[src/rtl/fifo_rd_packer_pkg.sv]
`default_nettype none
// +-----------------------------------------------------------------------------+
// | Module   : fifo_rd_packer_pkg                                               |
// | Brief    : Shared state encoding and lane-mask helper for fifo_rd_packer.   |
// | Revision : 1.0 - initial release                                            |
// +-----------------------------------------------------------------------------+
package fifo_rd_packer_pkg;

  typedef enum logic [0:0] {
    ST_FILL  = 1'b0,
    ST_FLUSH = 1'b1
  } state_t;

  // Low 'cnt' bits set: enables exactly the lanes filled so far.
  function automatic logic [31:0] be_mask(input logic [31:0] cnt);
    return (32'd1 << cnt) - 32'd1;
  endfunction

endpackage
`default_nettype wire

[src/rtl/fifo_rd_packer_out_skid2.sv]
`default_nettype none
// +-----------------------------------------------------------------------------+
// | Module   : fifo_rd_packer_out_skid2                                         |
// | Brief    : Two-entry {data, be, last} output queue with valid/ready.        |
// | Revision : 1.0 - initial release                                            |
// +-----------------------------------------------------------------------------+
module fifo_rd_packer_out_skid2
  import fifo_rd_packer_pkg::*;
#(
  parameter int DW = 32,
  parameter int BW = 4
) (
  input  logic          clk,
  input  logic          rst,
  input  logic          push,
  input  logic [DW-1:0] push_data,
  input  logic [BW-1:0] push_be,
  input  logic          push_last,
  output logic          slot_free,
  output logic          not_empty,
  output logic          out_valid,
  input  logic          out_ready,
  output logic [DW-1:0] out_data,
  output logic [BW-1:0] out_be,
  output logic          out_last
);

  logic [DW-1:0] r_data [2];
  logic [BW-1:0] r_be   [2];
  logic          r_last [2];
  logic          r_rd_ptr;
  logic          r_wr_ptr;
  logic [1:0]    r_count;
  logic          w_pop;

  assign w_pop     = out_valid && out_ready;
  assign out_valid = (r_count != 2'd0);
  assign not_empty = out_valid;
  // A word leaving this cycle frees its slot for a same-edge enqueue.
  assign slot_free = (r_count != 2'd2) || w_pop;

  assign out_data = r_data[r_rd_ptr];
  assign out_be   = r_be[r_rd_ptr];
  assign out_last = r_last[r_rd_ptr];

  always_ff @(posedge clk or negedge rst) begin
    if (!rst) begin
      r_data[0] <= '0;
      r_data[1] <= '0;
      r_be[0]   <= '0;
      r_be[1]   <= '0;
      r_last[0] <= 1'b0;
      r_last[1] <= 1'b0;
      r_rd_ptr  <= 1'b0;
      r_wr_ptr  <= 1'b0;
      r_count   <= 2'd0;
    end else begin
      if (push) begin
        r_data[r_wr_ptr] <= push_data;
        r_be[r_wr_ptr]   <= push_be;
        r_last[r_wr_ptr] <= push_last;
        r_wr_ptr         <= ~r_wr_ptr;
      end
      if (w_pop) begin
        r_rd_ptr <= ~r_rd_ptr;
      end
      r_count <= r_count + {1'b0, push} - {1'b0, w_pop};
    end
  end

endmodule
`default_nettype wire

[src/rtl/fifo_rd_packer.sv]
`default_nettype none
// +-----------------------------------------------------------------------------+
// | Module   : fifo_rd_packer                                                   |
// | Brief    : Packs RATIO FIFO entries into one wide word; flush emits tails.  |
// | Revision : 1.0 - initial release                                            |
// +-----------------------------------------------------------------------------+
module fifo_rd_packer
  import fifo_rd_packer_pkg::*;
#(
  parameter int WIDTH = 8,
  parameter int RATIO = 4
) (
  input  logic                   clk,
  input  logic                   rst,
  input  logic                   fifo_empty,
  input  logic [WIDTH-1:0]       fifo_dout,
  output logic                   fifo_pull,
  input  logic                   flush,
  output logic                   out_valid,
  input  logic                   out_ready,
  output logic [WIDTH*RATIO-1:0] out_data,
  output logic [RATIO-1:0]       out_be,
  output logic                   out_last,
  output logic                   busy
);

  localparam int             c_ow   = WIDTH * RATIO;
  localparam int             c_cw   = $clog2(RATIO) + 1;
  localparam logic [c_cw-1:0] c_last = c_cw'(RATIO - 1);

  state_t            r_state;
  logic [c_cw-1:0]   r_cnt;
  logic [c_ow-1:0]   r_acc;

  state_t            w_state_nxt;
  logic [c_cw-1:0]   w_cnt_cap;
  logic [c_cw-1:0]   w_cnt_nxt;
  logic [c_ow-1:0]   w_acc_cap;
  logic [c_ow-1:0]   w_acc_nxt;
  logic              w_slot;
  logic              w_q_nonempty;
  logic              w_push;
  logic [RATIO-1:0]  w_push_be;
  logic              w_push_last;

  // Held low in reset so the FIFO is never popped by a block that would discard the entry.
  assign fifo_pull = rst && !fifo_empty && (r_state == ST_FILL) &&
                     ((r_cnt < c_last) || w_slot);

  always_comb begin
    w_acc_cap = r_acc;
    for (int i = 0; i < RATIO; i++) begin
      if (fifo_pull && (r_cnt == c_cw'(i))) begin
        w_acc_cap[i*WIDTH +: WIDTH] = fifo_dout;
      end
    end
    w_cnt_cap   = r_cnt + c_cw'(fifo_pull);
    w_push      = 1'b0;
    w_push_be   = RATIO'(be_mask(32'(w_cnt_cap)));
    w_push_last = 1'b1;
    w_state_nxt = r_state;
    w_cnt_nxt   = w_cnt_cap;
    w_acc_nxt   = w_acc_cap;
    case (r_state)
      ST_FILL: begin
        if (fifo_pull && (r_cnt == c_last)) begin
          w_push      = 1'b1;
          w_push_last = flush;
          w_cnt_nxt   = '0;
          w_acc_nxt   = '0;
        end else if (flush && (w_cnt_cap != '0)) begin
          if (w_slot) begin
            w_push    = 1'b1;
            w_cnt_nxt = '0;
            w_acc_nxt = '0;
          end else begin
            w_state_nxt = ST_FLUSH;
          end
        end
      end
      ST_FLUSH: begin
        if (w_slot) begin
          w_push      = 1'b1;
          w_cnt_nxt   = '0;
          w_acc_nxt   = '0;
          w_state_nxt = ST_FILL;
        end
      end
      default: w_state_nxt = ST_FILL;
    endcase
  end

  always_ff @(posedge clk or negedge rst) begin
    if (!rst) begin
      r_state <= ST_FILL;
      r_cnt   <= '0;
      r_acc   <= '0;
    end else begin
      r_state <= w_state_nxt;
      r_cnt   <= w_cnt_nxt;
      r_acc   <= w_acc_nxt;
    end
  end

  fifo_rd_packer_out_skid2 #(
    .DW (c_ow),
    .BW (RATIO)
  ) u_out_q (
    .clk       (clk),
    .rst       (rst),
    .push      (w_push),
    .push_data (w_acc_cap),
    .push_be   (w_push_be),
    .push_last (w_push_last),
    .slot_free (w_slot),
    .not_empty (w_q_nonempty),
    .out_valid (out_valid),
    .out_ready (out_ready),
    .out_data  (out_data),
    .out_be    (out_be),
    .out_last  (out_last)
  );

  assign busy = (r_cnt != '0) || w_q_nonempty || (r_state == ST_FLUSH);

endmodule
`default_nettype wire
[config.mk]
export PLATFORM = sky130hd
export DESIGN_NAME = fifo_rd_packer
export DESIGN_NICKNAME = d
export VERILOG_FILES = /design/src/rtl/fifo_rd_packer_pkg.sv /design/src/rtl/fifo_rd_packer_out_skid2.sv /design/src/rtl/fifo_rd_packer.sv
export SDC_FILE = /design/constraint.sdc
export NUM_CORES = 1
export LEC_CHECK = 0
export CORE_MARGIN = 4
export CORE_UTILIZATION = 30
export DETAILED_ROUTE_END_ITERATION = 10
export MAX_ROUTING_LAYER = met4
export PLACE_DENSITY = 0.48
export SLEW_MARGIN = 20
export SYNTH_ARGS = -nofsm -noshare
export SYNTH_HDL_FRONTEND = slang
export SYNTH_SLANG_ARGS = --single-unit
export TNS_END_PERCENT = 10
[constraint.sdc]
create_clock -name clk -period 4.2 [get_ports clk]
set_clock_uncertainty 0.15 [all_clocks]
set_input_delay 1.05 -clock clk [delete_from_list [all_inputs] [get_ports clk]]
set_output_delay 1.05 -clock clk [all_outputs]
set_load 0.005 [all_outputs]
## Yosys cells after proc, flatten, opt, wreduce, memory -nomap -nowiden

Cells that the tools add are included.

- Register bits after elaboration: 114
- Input bits: 13
- Logic and storage cells: 89

- Add/subtract/negate cells: 4
- Magnitude comparators: 4
- Eq/ne operators: 4
- Shift-type cells: 1
- Muxes and demuxes: 40
- Bitwise operators: 5
- Reductions and logical operators: 19

Operators by type and width:

| operator | count |
|---|---|
| $mux W32 | 7 |
| $bwmux W64 | 1 |
| $pmux W32 S2 | 1 |
| $demux W32 S1 | 1 |
| $mux W8 | 4 |
| $mux W4 | 4 |
| $mux W1 | 12 |
| $logic_and A1 B1 Y1 | 10 |
| $mux W3 | 3 |
| $bwmux W8 | 1 |
| $eq A3 B2 Y1 const B | 2 |
| $pmux W3 S2 | 1 |
| $reduce_bool A3 Y1 | 2 |
| $demux W4 S1 | 1 |
| $ge A2 B2 Y1 const B | 2 |
| $logic_or A1 B1 Y1 | 4 |
| $not A1 Y2 | 2 |
| $pmux W1 S2 | 2 |
| $shl A1 B3 Y4 const A | 1 |
| $sub A4 B1 Y4 const B | 1 |
| $add A3 B1 Y3 | 1 |
| $eq A3 B1 Y1 const B | 1 |
| $logic_not A3 Y1 | 1 |
| $lt A3 B2 Y1 const B | 1 |
| other kinds (9) | 11 |

## Depth between registers and ports, before layout

Gate-level depths: netlist of the first run.

- Depth in word-level cells: 13
- Gate-level depth with buffers: 14

## Cells and area by module

A second synthesis of the first run with hierarchy kept.

- Cells, all modules: 414
- Area total of the unflattened synthesis: 5,465.2 um^2

By module, submodules not included:

| module | times used | cells an instance | area an instance (um^2) |
|---|---|---|---|
| fifo_rd_packer_out_skid2 | 1 | 215 | 3,555.9 |
| fifo_rd_packer | 1 | 199 | 1,909.3 |

## Worst setup path after synthesis of the first run

Ideal clock, no wire load.

- Path type: input to register
- Start: input out_ready
- End: register u_out_q.r_count[1]
- Library setup time: 132 ps
- Arrival: 3,506 ps
- Data required time: 3,918 ps
- Setup slack: 412 ps
- Cell stages on the path: 13
- Path buffers: 1
- Cells stage by stage: nor3b_2 o21ai_0 nor4bb_1 ha_1 ha_1 nor3_1 a21o_2 a21oi_4 buf_4 a21o_1 ha_1 xnor2_1 xnor2_1

- Cells in the longest elaborated chain, start to end: 12
- Elaborated cells on any way between the ends: 14
- Those cells by class: add/sub: 3; mux: 4; reduce/logical: 7

RTL lines:

| element | RTL line | text |
|---|---|---|
| from (decl) | fifo_rd_packer.sv:20 | `input logic out_ready,` |
| $logic_and A1 B1 Y1 (*) | fifo_rd_packer_out_skid2.sv:36 | `assign w_pop = out_valid && out_ready;` |
| $logic_or A1 B1 Y1 (*) | fifo_rd_packer_out_skid2.sv:40 | `assign slot_free = (r_count != 2'd2) \|\| w_pop;` |
| $logic_or A1 B1 Y1 (*) | fifo_rd_packer.sv:48 | `((r_cnt < c_last) \|\| w_slot);` |
| $logic_and A1 B1 Y1 (*) | fifo_rd_packer.sv:47 | `assign fifo_pull = rst && !fifo_empty && (r_state == ST_FILL) &&` |
| named net fifo_pull | fifo_rd_packer.sv:17 | `output logic fifo_pull,` |
| $add A3 B1 Y3 | fifo_rd_packer.sv:57 | `w_cnt_cap = r_cnt + c_cw'(fifo_pull);` |
| $reduce_bool A3 Y1 | fifo_rd_packer.sv:71 | `end else if (flush && (w_cnt_cap != '0)) begin` |
| $logic_and A1 B1 Y1 | fifo_rd_packer.sv:71 |  |
| $mux W1 | fifo_rd_packer.sv:71 |  |
| $mux W1 (*) | fifo_rd_packer.sv:66 | `if (fifo_pull && (r_cnt == c_last)) begin` |
| $pmux W1 S2 (*) | fifo_rd_packer.sv:64 | `case (r_state)` |
| $add A2 B1 Y2 (*) | fifo_rd_packer_out_skid2.sv:67 | `r_count <= r_count + {1'b0, push} - {1'b0, w_pop};` |
| $sub A2 B1 Y2 (*) | fifo_rd_packer_out_skid2.sv:67 |  |
| to (signal assigned) | fifo_rd_packer_out_skid2.sv:67 |  |
| to (decl) | fifo_rd_packer_out_skid2.sv:33 | `logic [1:0] r_count;` |

The timed path passes the listed nets; every way through them passes the cells marked *.
A chain may end at the register's enable or synchronous reset.

## Final worst setup path of the first run

- Start: input out_ready
- End: output fifo_pull

- Cells in the longest elaborated chain, start to end: 4

RTL lines:

| element | RTL line |
|---|---|
| $logic_and A1 B1 Y1 | fifo_rd_packer_out_skid2.sv:36 |
| $logic_or A1 B1 Y1 | fifo_rd_packer_out_skid2.sv:40 |
| $logic_or A1 B1 Y1 | fifo_rd_packer.sv:48 |
| $logic_and A1 B1 Y1 | fifo_rd_packer.sv:47 |
| to (decl) | fifo_rd_packer.sv:17 |

Every way passes these cells.

==> impl_results.md, run 1 <==
- Fillcell total: 1636
- GP Congestion: 0.766
- Cell area after synthesis: 0.00517 mm^2
- CP Launch Type: input pin
- Cts hold-fix bufs: 0
- Crit Path Category: in -> out
- Ant diodes: 0
- DR pass1 iterations: 6
- Total Wirelength: 12000 um
- Synth Area in Compound Gates: 9.61%
- Vias per cell: 4.57
- Post-synthesis xor/xnor area fraction: 1.19%
- P_int: 3.61 mW
- TNS Setup: 0 ps
- I/O Pins: 53
- Largest net degree at the start of global routing: 81
- Post-synth cell types: 38
- Switch Pwr: 1.65 mW
- Initial antenna violation count: 0
- Core area: 0.0167 mm^2
- Clk_lat worst skew: 410 ps
- Setup WS pre-CTS: 45.7 ps
- RSZ-0062 raised after global routing: no
- Clock power frac: 29.7%
- Leakage power: 2.94 nW
- Die W: 139 um
- Slew of the pin with the lowest slew margin: 739 ps
- CP max-delay cell: clkdlybuf4s50_1
- Clock Sinks: 114
- First-pass GRT wire length: 19700 um
- Seq pwr share: 31.8%
- Critical Path RT: 3000 ps
- Post-CTS Setup Repair Bufs: 0
- CTS tree: yes
- FP Rows: 47
- DRC viols: 0
- Slew Limit Headroom: 50.8%
- Top-area cell type share of the netlist area: 55.2%
- Die area: 0.0194 mm^2
- Crit path time final: 3910 ps
- Num CTS Buffers: 17
- GRT Total Usage: 13.5%
- Net Sw Frac: 31.4%
- Status: complete, no violations
- Syn nets: 456
- CP max FO: 2
- Total power: 5.26 mW
- # H-tree levels: 4
- Clk slew on worst S/H paths: 50 ps
- FMAX: 256 MHz
- Crit path max-delay family: buffers and inverters
- Min-delay worst type: reg -> reg
- Post-synth EDFFs: 0
- WL/cell: 16.4 um
- Avg Inst Size Synth: 11.8 um^2
- Cell Pwr Density: 803 mW/mm^2
- GR Overflow Total: 0
- Max cap viols: 0
- Hpwl dp: 7760 um
- Main combinational cell family by area after synthesis: multiplexers
- Fraction of layout cells with a size suffix above 1: 17.6%
- Synthesis-stage register bit count: 114
- CTS-repair resized insts: 0
- Post-synthesis adder-cell area fraction: 0.969%
- Setup WS post-layout: 289 ps
- Simple-gate area share of the yosys netlist: 7.92%
- Final Cycle Share: 93.1%
- Max Slew Vio Count: 0
- Top FF cell, synth: dfrtp_1
- Vias post-DR: 3333
- Crit path DAT: 2710 ps
- Asr flop ratio synth: 100%
- Post-synthesis mux area share: 18.3%
- Crit-path most repeated cell: clkdlybuf4s50_1
- Initial core utilization: 30.9%
- Number of synthesis warnings: 0
- Post-synthesis sequential area ratio: 55.2%
- IO Port Bufs: 52
- CTS root buf: clkbuf_16
- Nets: 514
- Synth area leader: dfrtp_1
- Final Setup Violations: 0
- Area contributors post-synth: dfrtp_1 55%, mux2i_1 14%, mux2_2 3.9%
- Worst vdd ir: 279 uV
- Area Growth Syn to Fin: 26.8%
- Cells after synthesis: 439
- Combinational power share: 38.5%
- Clock buffer depth: 2
- Max incr delay on CP: 600 ps
- Number of antenna-violating nets in the routed design: 0
- Worst Setup End Kind: primary output
- Critical path buffers and inverters: 2
- Crit-path cells: clkdlybuf4s50_1 > nor3b_2 > o21ai_0 > nor4bb_1 > clkdlybuf4s50_1
- Initial DRC Count: 169
- Chip Height: 139 um
- Final Hold Fails: 0
- Vias in the first global route: 3594
[power groups by stage]
| stage | combinational, mW | clock, mW | sequential (mW) |
|---|---|---|---|
| floorplan | 1.30 | 0 | 1.64 |
| global placement | 2.02 | 0 | 1.68 |
| detailed placement | 2.07 | 0 | 1.69 |
| CTS | 2.07 | 1.60 | 1.68 |
| global route | 2.24 | 1.65 | 1.72 |
| finish | 2.02 | 1.56 | 1.67 |
[cells in the final DEF, fill, tap and decap left out, types with 4 or more instances in the layout]
cell               n
dfrtp_1          113
mux2i_1           74
clkdlybuf4s50_1   51
inv_1             50
o21ai_0           26
nand2_1           26
nor2_1            26
mux2_2            18
clkbuf_16         17
o22a_2            16
nor2b_1           10
buf_4              9
a21oi_1            8
a2bb2oi_1          8
clkinv_2           5
bufinv_16          5
xnor2_1            4
ha_1               4
[sequential cells by signal, summed over array words and instances, names as in the netlist]
| register | flops |
|---|---|
| r_state | 1 |
| r_cnt | 3 |
| u_out_q.r_data | 64 |
| r_acc | 32 |
| u_out_q.r_be | 8 |
| u_out_q.r_count | 2 |
| u_out_q.r_last | 2 |
| u_out_q.r_wr_ptr | 1 |
| u_out_q.r_rd_ptr | 1 |
[layer usage]
layer / global-route usage (%) / share of wire, %
met5: - / 0
met1: 17.6 / 48
met2: 20.3 / 47
met4: 5.15 / 2.1
met3: 3.22 / 2.5
[cell type report]
class                      instances  area [um^2]  share of cell area (%)
clock inverter                    11          183                    2.79
sequential                       114         2850                    43.6
timing repair buffer              63          629                    9.61
clock buffer                      21          460                    7.03
multi-input combinational        251         1960                    29.9
tap                              220          275                    4.20
inverter                          50          188                    2.87
[Yosys cell counts, drive strengths merged, types with 3 or more instances]
master / count
o22a: 16
nand2: 27
nor3b: 3
buf: 17
a2bb2oi: 8
clkbuf: 7
xor2: 3
or2: 3
mux2: 18
a21oi: 12
nand3b: 3
xnor2: 4
inv: 50
ha: 4
mux2i: 74
dfrtp: 114
nor2: 26
o21ai: 26
nor2b: 10
[metrics by stage]
| step | util [%] | area, um^2 | hold WS (ps) | std cells |
|---|---|---|---|---|
| after floorplan | - | 5170 | 307 | 439 |
| after global placement | 35.3 | 5900 | 322 | 698 |
| after detailed placement | 35.3 | 5900 | 327 | 698 |
| after CTS | 39.2 | 6550 | 337 | 730 |
| after global routing | 39.2 | 6550 | 347 | 730 |
| final | 39.2 | 6550 | 332 | 730 |
[logic make-up after synthesis]
logic type      after synthesis
flops                       114
mux                          92
simple gates                 82
buf+inv                      74
compound gates               66
xor+xnor                      7
fa+ha+maj                     4
[worst register-to-register path, cell delays in order, from the launching register on]
cell and delay, ps:
dfrtp_1 440, and2_1 310, o21ai_0 210, nor4bb_1 440, ha_1 220, ha_1 260, nor3_1 260, a21o_2 280
a21oi_4 70, a21o_1 180, ha_1 200, xnor2_1 130, xnor2_1 120
[path summary, 6_finish.rpt]
kind / from / end / slack [ps] / cells past startpoint
worst max-delay path: out_ready / fifo_pull / 290 / 5
worst min-delay path: u_out_q.r_wr_ptr$_DFFE_PN0P_ / u_out_q.r_wr_ptr$_DFFE_PN0P_ / 330 / 1
min in group asynchronous: rst / u_out_q.r_data[1]$_DFFE_PN0P_ / 600 / 2
worst min register to register: u_out_q.r_wr_ptr$_DFFE_PN0P_ / u_out_q.r_wr_ptr$_DFFE_PN0P_ / 330 / 1
max in group asynchronous: rst / u_out_q.r_data[59]$_DFFE_PN0P_ / 2220 / 3
worst max register to register: r_cnt[1]$_DFF_PN0_ / u_out_q.r_count[1]$_DFF_PN0_ / 800 / 12
Note: power is estimated with default switching activity, not from simulation.
==> run 2: changes to the inputs <==
--- a/config.mk
+++ b/config.mk
@@ -5,11 +5,12 @@
 export SDC_FILE = /design/constraint.sdc
 export NUM_CORES = 1
 export LEC_CHECK = 0
+export CAP_MARGIN = 40
 export CORE_MARGIN = 4
-export CORE_UTILIZATION = 30
+export CORE_UTILIZATION = 57
 export DETAILED_ROUTE_END_ITERATION = 10
 export MAX_ROUTING_LAYER = met4
-export PLACE_DENSITY = 0.48
+export PLACE_DENSITY = 0.8
 export SLEW_MARGIN = 20
 export SYNTH_ARGS = -nofsm -noshare
 export SYNTH_HDL_FRONTEND = slang
==> impl_results.md, run 2 (synthesized netlist as in run 1, its figures left out) <==
- Status: complete, no violations (unchanged)
- Fraction of layout cells with a size suffix above 1: 19.1% (was 17.6%)
- Worst Setup End Kind: primary output (unchanged)
- DR pass1 iterations: 5 (was 6)
- CTS tree: yes (unchanged)
- Critical Path RT: 3000 ps (about the same)
- Initial antenna violation count: 0 (unchanged)
- GP Congestion: 0.850 (was 0.766)
- Final Cycle Share: 91.1% (was 93.1%)
- Area Growth Syn to Fin: 24.9% (was 26.8%)
- Total Wirelength: 11700 um (was 12000 um)
- Dpl cell area: 0.00583 mm^2 (was 0.00590 mm^2)
- Hold Crit Start: u_out_q.r_data[24]$_DFFE_PN0P_ (was u_out_q.r_wr_ptr$_DFFE_PN0P_)
- Leakage power: 2.97 nW (was 2.94 nW)
- Largest net degree at the start of global routing: 69 (was 81)
- FMAX: 261 MHz (was 256 MHz)
- IO Port Bufs: 52 (unchanged)
- Worst r2r src: r_cnt[0]$_DFF_PN0_ (was r_cnt[1]$_DFF_PN0_)
- Net Sw Frac: 32.3% (was 31.4%)
- Initial DRC Count: 158 (was 169)
- Clk_lat worst skew: 510 ps (was 410 ps)
- Max cap viols: 0 (unchanged)
- Cell Pwr Density: 805 mW/mm^2 (was 803 mW/mm^2)
- Most common cell after layout, fill and taps aside: dfrtp_1 (unchanged)
- Num CTS Buffers: 17 (unchanged)
- Vias post-DR: 3512 (was 3333)
- # H-tree levels: 4 (unchanged)
- Initial core utilization: 59.0% (was 30.9%)
- Core area: 0.00876 mm^2 (was 0.0167 mm^2)
- Crit Path Category: in -> out (unchanged)
- Setup WS pre-CTS: 132 ps (was 45.7 ps)
- Crit path DAT: 2630 ps (was 2710 ps)
- Ant diodes: 0 (unchanged)
- Crit path time final: 3830 ps (was 3910 ps)
- CTS-repair resized insts: 0 (unchanged)
- Fillcell total: 566 (was 1636)
- Clk slew on worst S/H paths: 50 ps (about the same)
- FP Rows: 34 (was 47)
- DRC viols: 0 (unchanged)
- Most frequent cells in the layout: 113 x dfrtp_1, 74 x mux2i_1, 51 x clkdlybuf4s50_1 (unchanged)
- Combinational power share: 39.3% (was 38.5%)
- Clock power frac: 27.5% (was 29.7%)
- Die area: 0.0107 mm^2 (was 0.0194 mm^2)
- Hpwl dp: 7310 um (was 7760 um)
- Nets: 523 (was 514)
- Vias per cell: 5.60 (was 4.57)
- First-pass GRT wire length: 19100 um (was 19700 um)
- Worst vdd ir: 395 uV (was 279 uV)
- Final Setup Violations: 0 (unchanged)
- Most flops, register: u_out_q.r_data (unchanged)
- I/O Pins: 53 (unchanged)
- Clock Sinks: 114 (unchanged)
- Cts hold-fix bufs: 0 (unchanged)
- Final Instance Area: 0.00645 mm^2 (was 0.00655 mm^2)
- Largest regs: u_out_q.r_data x64, r_acc x32, u_out_q.r_be x8 (unchanged)
- Slew Limit Headroom: 55.0% (was 50.8%)
- Die W: 103 um (was 139 um)
- CP max FO: 2 (unchanged)
- RSZ-0062 raised after global routing: no (unchanged)
- Seq pwr share: 33.2% (was 31.8%)
- WL/cell: 18.7 um (was 16.4 um)
- GR Overflow Total: 0 (unchanged)
- GRT Total Usage: 24.7% (was 13.5%)
- Final Hold Fails: 0 (unchanged)
- CP Launch Type: input pin (unchanged)
- Chip Height: 103 um (was 139 um)
- Max Slew Vio Count: 0 (unchanged)
- Worst setup startpoint: out_ready (unchanged)
- P_int: 3.51 mW (was 3.61 mW)
- Clock buffer depth: 2 (unchanged)
- Total power: 5.19 mW (was 5.26 mW)
- Vias in the first global route: 3721 (was 3594)
- Max reg flops: 64 (unchanged)
- CTS root buf: clkbuf_8 (was clkbuf_16)
- Slew of the pin with the lowest slew margin: 672 ps (was 739 ps)
- Setup WS post-layout: 375 ps (was 289 ps)
- Min-delay worst type: reg -> reg (unchanged)
- Switch Pwr: 1.68 mW (was 1.65 mW)
- Number of antenna-violating nets in the routed design: 0 (unchanged)
- Post-CTS Setup Repair Bufs: 0 (unchanged)
-- run 2: cell types whose count changed in the layout (fill, tap and decap cells not counted), sizes merged --
cell	delta
bufinv	-2
buf	+9
clkinv	+1
clkbuf	+1
-- run 2: power groups by stage --
| stage | combinational (mW) | sequential [mW] | clock (mW) |
|---|---|---|---|
| after floorplan | 1.30 | 1.64 | 0 |
| after global placement | 1.94 | 1.71 | 0 |
| after detailed placement | 2.02 | 1.73 | 0 |
| after CTS | 2.05 | 1.72 | 1.44 |
| after global routing | 2.25 | 1.76 | 1.49 |
| final | 2.04 | 1.72 | 1.43 |
-- run 2: worst max-delay path, stage by stage --
cell	delay (ps)
clkdlybuf4s50_1	490
nor3b_2	60
o21ai_0	60
nor4bb_1	390
clkdlybuf4s50_1	580
-- run 2: final timing paths --
| path | end | slack (ps) | cells after the start |
|---|---|---|---|
| max in group asynchronous | u_out_q.r_data[60]$_DFFE_PN0P_ | 2370 | 4 |
| max | fifo_pull | 370 | 5 |
| min reg2reg | u_out_q.r_data[24]$_DFFE_PN0P_ | 350 | 1 |
| min in group asynchronous | u_out_q.r_be[6]$_DFFE_PN0P_ | 510 | 2 |
| min | u_out_q.r_data[24]$_DFFE_PN0P_ | 350 | 1 |
| max reg2reg | u_out_q.r_count[1]$_DFF_PN0_ | 860 | 13 |
-- run 2: per-stage QoR --
stage,hold WS [ps],cells,utilization [%],setup TNS [ps]
floorplan,307,439,-,0
global placement,319,593,66.2,-727
detailed placement,333,594,66.5,0
CTS,354,626,73.3,0
global route,373,627,73.6,0
finish,354,627,73.6,0
-- run 2: cell type report --
cell class	instances	area (um^2)	area share (%)
Timing Repair Buffer	72	721	11.2
Inverter	50	188	2.91
Tap cell	108	135	2.09
Sequential cell	114	2850	44.2
Clock buffer	22	463	7.17
Clock inverter	10	131	2.04
Multi-Input combinational cell	251	1960	30.4
-- run 2: per-layer routing --
metal  vias to the layer above  global-route usage (%)  part of all wire, %
met5                         -                       -                    0
met4                         0                    8.76                  1.9
met3                        25                    6.10                  4.8
met2                       101                    37.4                   49
met1                      1778                    32.6                   45
li1                       1608                       -                    -
==> run 3: changes to the inputs <==
--- a/config.mk
+++ b/config.mk
@@ -5,7 +5,6 @@
 export SDC_FILE = /design/constraint.sdc
 export NUM_CORES = 1
 export LEC_CHECK = 0
-export CAP_MARGIN = 40
 export CORE_MARGIN = 4
 export CORE_UTILIZATION = 57
 export DETAILED_ROUTE_END_ITERATION = 10
==> impl_results.md, run 3 (synthesized netlist as in run 1, its figures left out) <==
- Most frequent cells in the layout: 113 x dfrtp_1, 74 x mux2i_1, 51 x clkdlybuf4s50_1 (unchanged)
- Crit path time final: 3900 ps (was 3830 ps)
- Register Area: 0.00285 mm^2 (unchanged)
- Critical Path RT: 4460 ps (was 3000 ps)
- Vias in the first global route: 3744 (was 3721)
- Vias post-DR: 3527 (was 3512)
- GR Overflow Total: 0 (unchanged)
- Largest net degree at the start of global routing: 69 (unchanged)
- Die area: 0.0107 mm^2 (unchanged)
- I/O Pins: 53 (unchanged)
- CTS-repair resized insts: 0 (unchanged)
- Max Slew Vio Count: 0 (unchanged)
- Fillcell total: 601 (was 566)
- Slew Limit Headroom: 33.5% (was 55.0%)
- Min-delay worst type: reg -> reg (unchanged)
- GRT Total Usage: 25.0% (was 24.7%)
- Crit Path Category: in -> reg (was in -> out)
- Slew of the pin with the lowest slew margin: 996 ps (was 672 ps)
- CP max FO: 26 (was 2)
- CTS root buf: clkbuf_8 (unchanged)
- Cell Pwr Density: 810 mW/mm^2 (was 805 mW/mm^2)
- Dpl cell area: 0.00580 mm^2 (was 0.00583 mm^2)
- # H-tree levels: 4 (unchanged)
- FMAX: 256 MHz (was 261 MHz)
- Crit-path most repeated cell: ha_1 (was clkdlybuf4s50_1)
- Die W: 103 um (unchanged)
- Hpwl dp: 7300 um (was 7310 um)
- Max cap viols: 0 (unchanged)
- Crit-path cells: clkdlybuf4s50_1 > nor3b_2 > o21ai_0 > nor4bb_1 > ha_1 > ha_1 > xnor2_1 > a21o_2 > a21oi_4 > buf_4 > mux2i_1 (was clkdlybuf4s50_1 > nor3b_2 > o21ai_0 > nor4bb_1 > clkdlybuf4s50_1)
- DRC viols: 0 (unchanged)
- Final Setup Violations: 0 (unchanged)
- Fraction of layout cells with a size suffix above 1: 18.8% (was 19.1%)
- FP Rows: 34 (unchanged)
- Crit path DAT: 4160 ps (was 2630 ps)
- Clock Sinks: 114 (unchanged)
- CTS tree: yes (unchanged)
- Core area: 0.00876 mm^2 (unchanged)
- Initial antenna violation count: 0 (unchanged)
- Initial core utilization: 59.0% (unchanged)
- Nets: 521 (was 523)
- Max incr delay on CP: 790 ps (was 580 ps)
- Clk slew on worst S/H paths: 50 ps (about the same)
- Most flops, register: u_out_q.r_data (unchanged)
- Critical path buffers and inverters: 2 (unchanged)
- CP max-delay cell: a21oi_4 (was clkdlybuf4s50_1)
- Num CTS Buffers: 17 (unchanged)
- Final Hold Fails: 0 (unchanged)
- Final Cycle Share: 92.9% (was 91.1%)
- RSZ-0062 raised after global routing: no (unchanged)
- Initial DRC Count: 214 (was 158)
- Vias per cell: 5.64 (was 5.60)
- Status: complete, no violations (unchanged)
- Final Instance Area: 0.00641 mm^2 (was 0.00645 mm^2)
- Crit path max-delay family: compound AO/OA/AOI/OAI gates (was buffers and inverters)
- Ant diodes: 0 (unchanged)
- Largest regs: u_out_q.r_data x64, r_acc x32, u_out_q.r_be x8 (unchanged)
- Chip Height: 103 um (unchanged)
- DR pass1 iterations: 4 (was 5)
- CP Launch Type: input pin (unchanged)
- Area occupied by multi-input gates: 0.00196 mm^2 (unchanged)
- Clock buffer depth: 2 (unchanged)
- Most common cell after layout, fill and taps aside: dfrtp_1 (unchanged)
- Leakage power: 2.94 nW (was 2.97 nW)
- Smallest hold slack: 342 ps (was 354 ps)
- Max reg flops: 64 (unchanged)
- Worst vdd ir: 408 uV (was 395 uV)
- Total power: 5.19 mW (about the same)
- Total Wirelength: 11700 um (about the same)
- Area Growth Syn to Fin: 24.0% (was 24.9%)
- Worst Setup End Kind: flip-flop (was primary output)
- Number of antenna-violating nets in the routed design: 0 (unchanged)
- Cts hold-fix bufs: 0 (unchanged)
- Post-CTS Setup Repair Bufs: 0 (unchanged)
- WL/cell: 18.7 um (about the same)
- IO Port Bufs: 52 (unchanged)
- Clk_lat worst skew: 510 ps (about the same)
- First-pass GRT wire length: 19400 um (was 19100 um)
- GP Congestion: 0.850 (unchanged)
## run 3: report_power, final
group          internal [mW]  switching (mW)
clock                  0.963           0.483
sequential              1.51           0.218
combinational           1.04           0.975
total                   3.51            1.68
## run 3: stage by stage
step	util, %	setup WS [ps]	instances	TNS [ps]
3_5_place_dp	66.2	-205	593	-2350
3_3_place_gp	66.2	-65.1	593	-727
6_report	73.1	300	625	0
5_1_grt	73.1	149	625	0
2_1_floorplan	-	412	439	0
4_1_cts	73.1	320	625	0
## run 3: worst paths after layout
kind | start | end | slack [ps] | cells after the start
hold reg to reg | u_out_q.r_last[0]$_DFFE_PN0P_ | u_out_q.r_last[0]$_DFFE_PN0P_ | 340 | 1
max in group asynchronous | rst | u_out_q.r_data[60]$_DFFE_PN0P_ | 2110 | 3
setup / recovery | out_ready | u_out_q.r_data[43]$_DFFE_PN0P_ | 300 | 11
min in group asynchronous | rst | u_out_q.r_be[6]$_DFFE_PN0P_ | 510 | 2
setup reg to reg | r_cnt[0]$_DFF_PN0_ | u_out_q.r_data[43]$_DFFE_PN0P_ | 540 | 10
hold / removal | u_out_q.r_last[0]$_DFFE_PN0P_ | u_out_q.r_last[0]$_DFFE_PN0P_ | 340 | 1
## run 3: cell type report
class | instances | share of cell area [%]
Sequential cell | 114 | 44.5
Multi-Input combinational cell | 251 | 30.6
Timing Repair Buffer | 70 | 10.4
Clock buffer | 23 | 7.44
Inverter | 50 | 2.93
Tap cell | 108 | 2.11
Clock inverter | 9 | 1.99
## run 3: metal layers
layer | GRT usage [%] | wire length (um)
met1 | 33.3 | 5140
met2 | 37.5 | 5620
met3 | 6.24 | 669
met4 | 9.36 | 233
met5 | - | 0
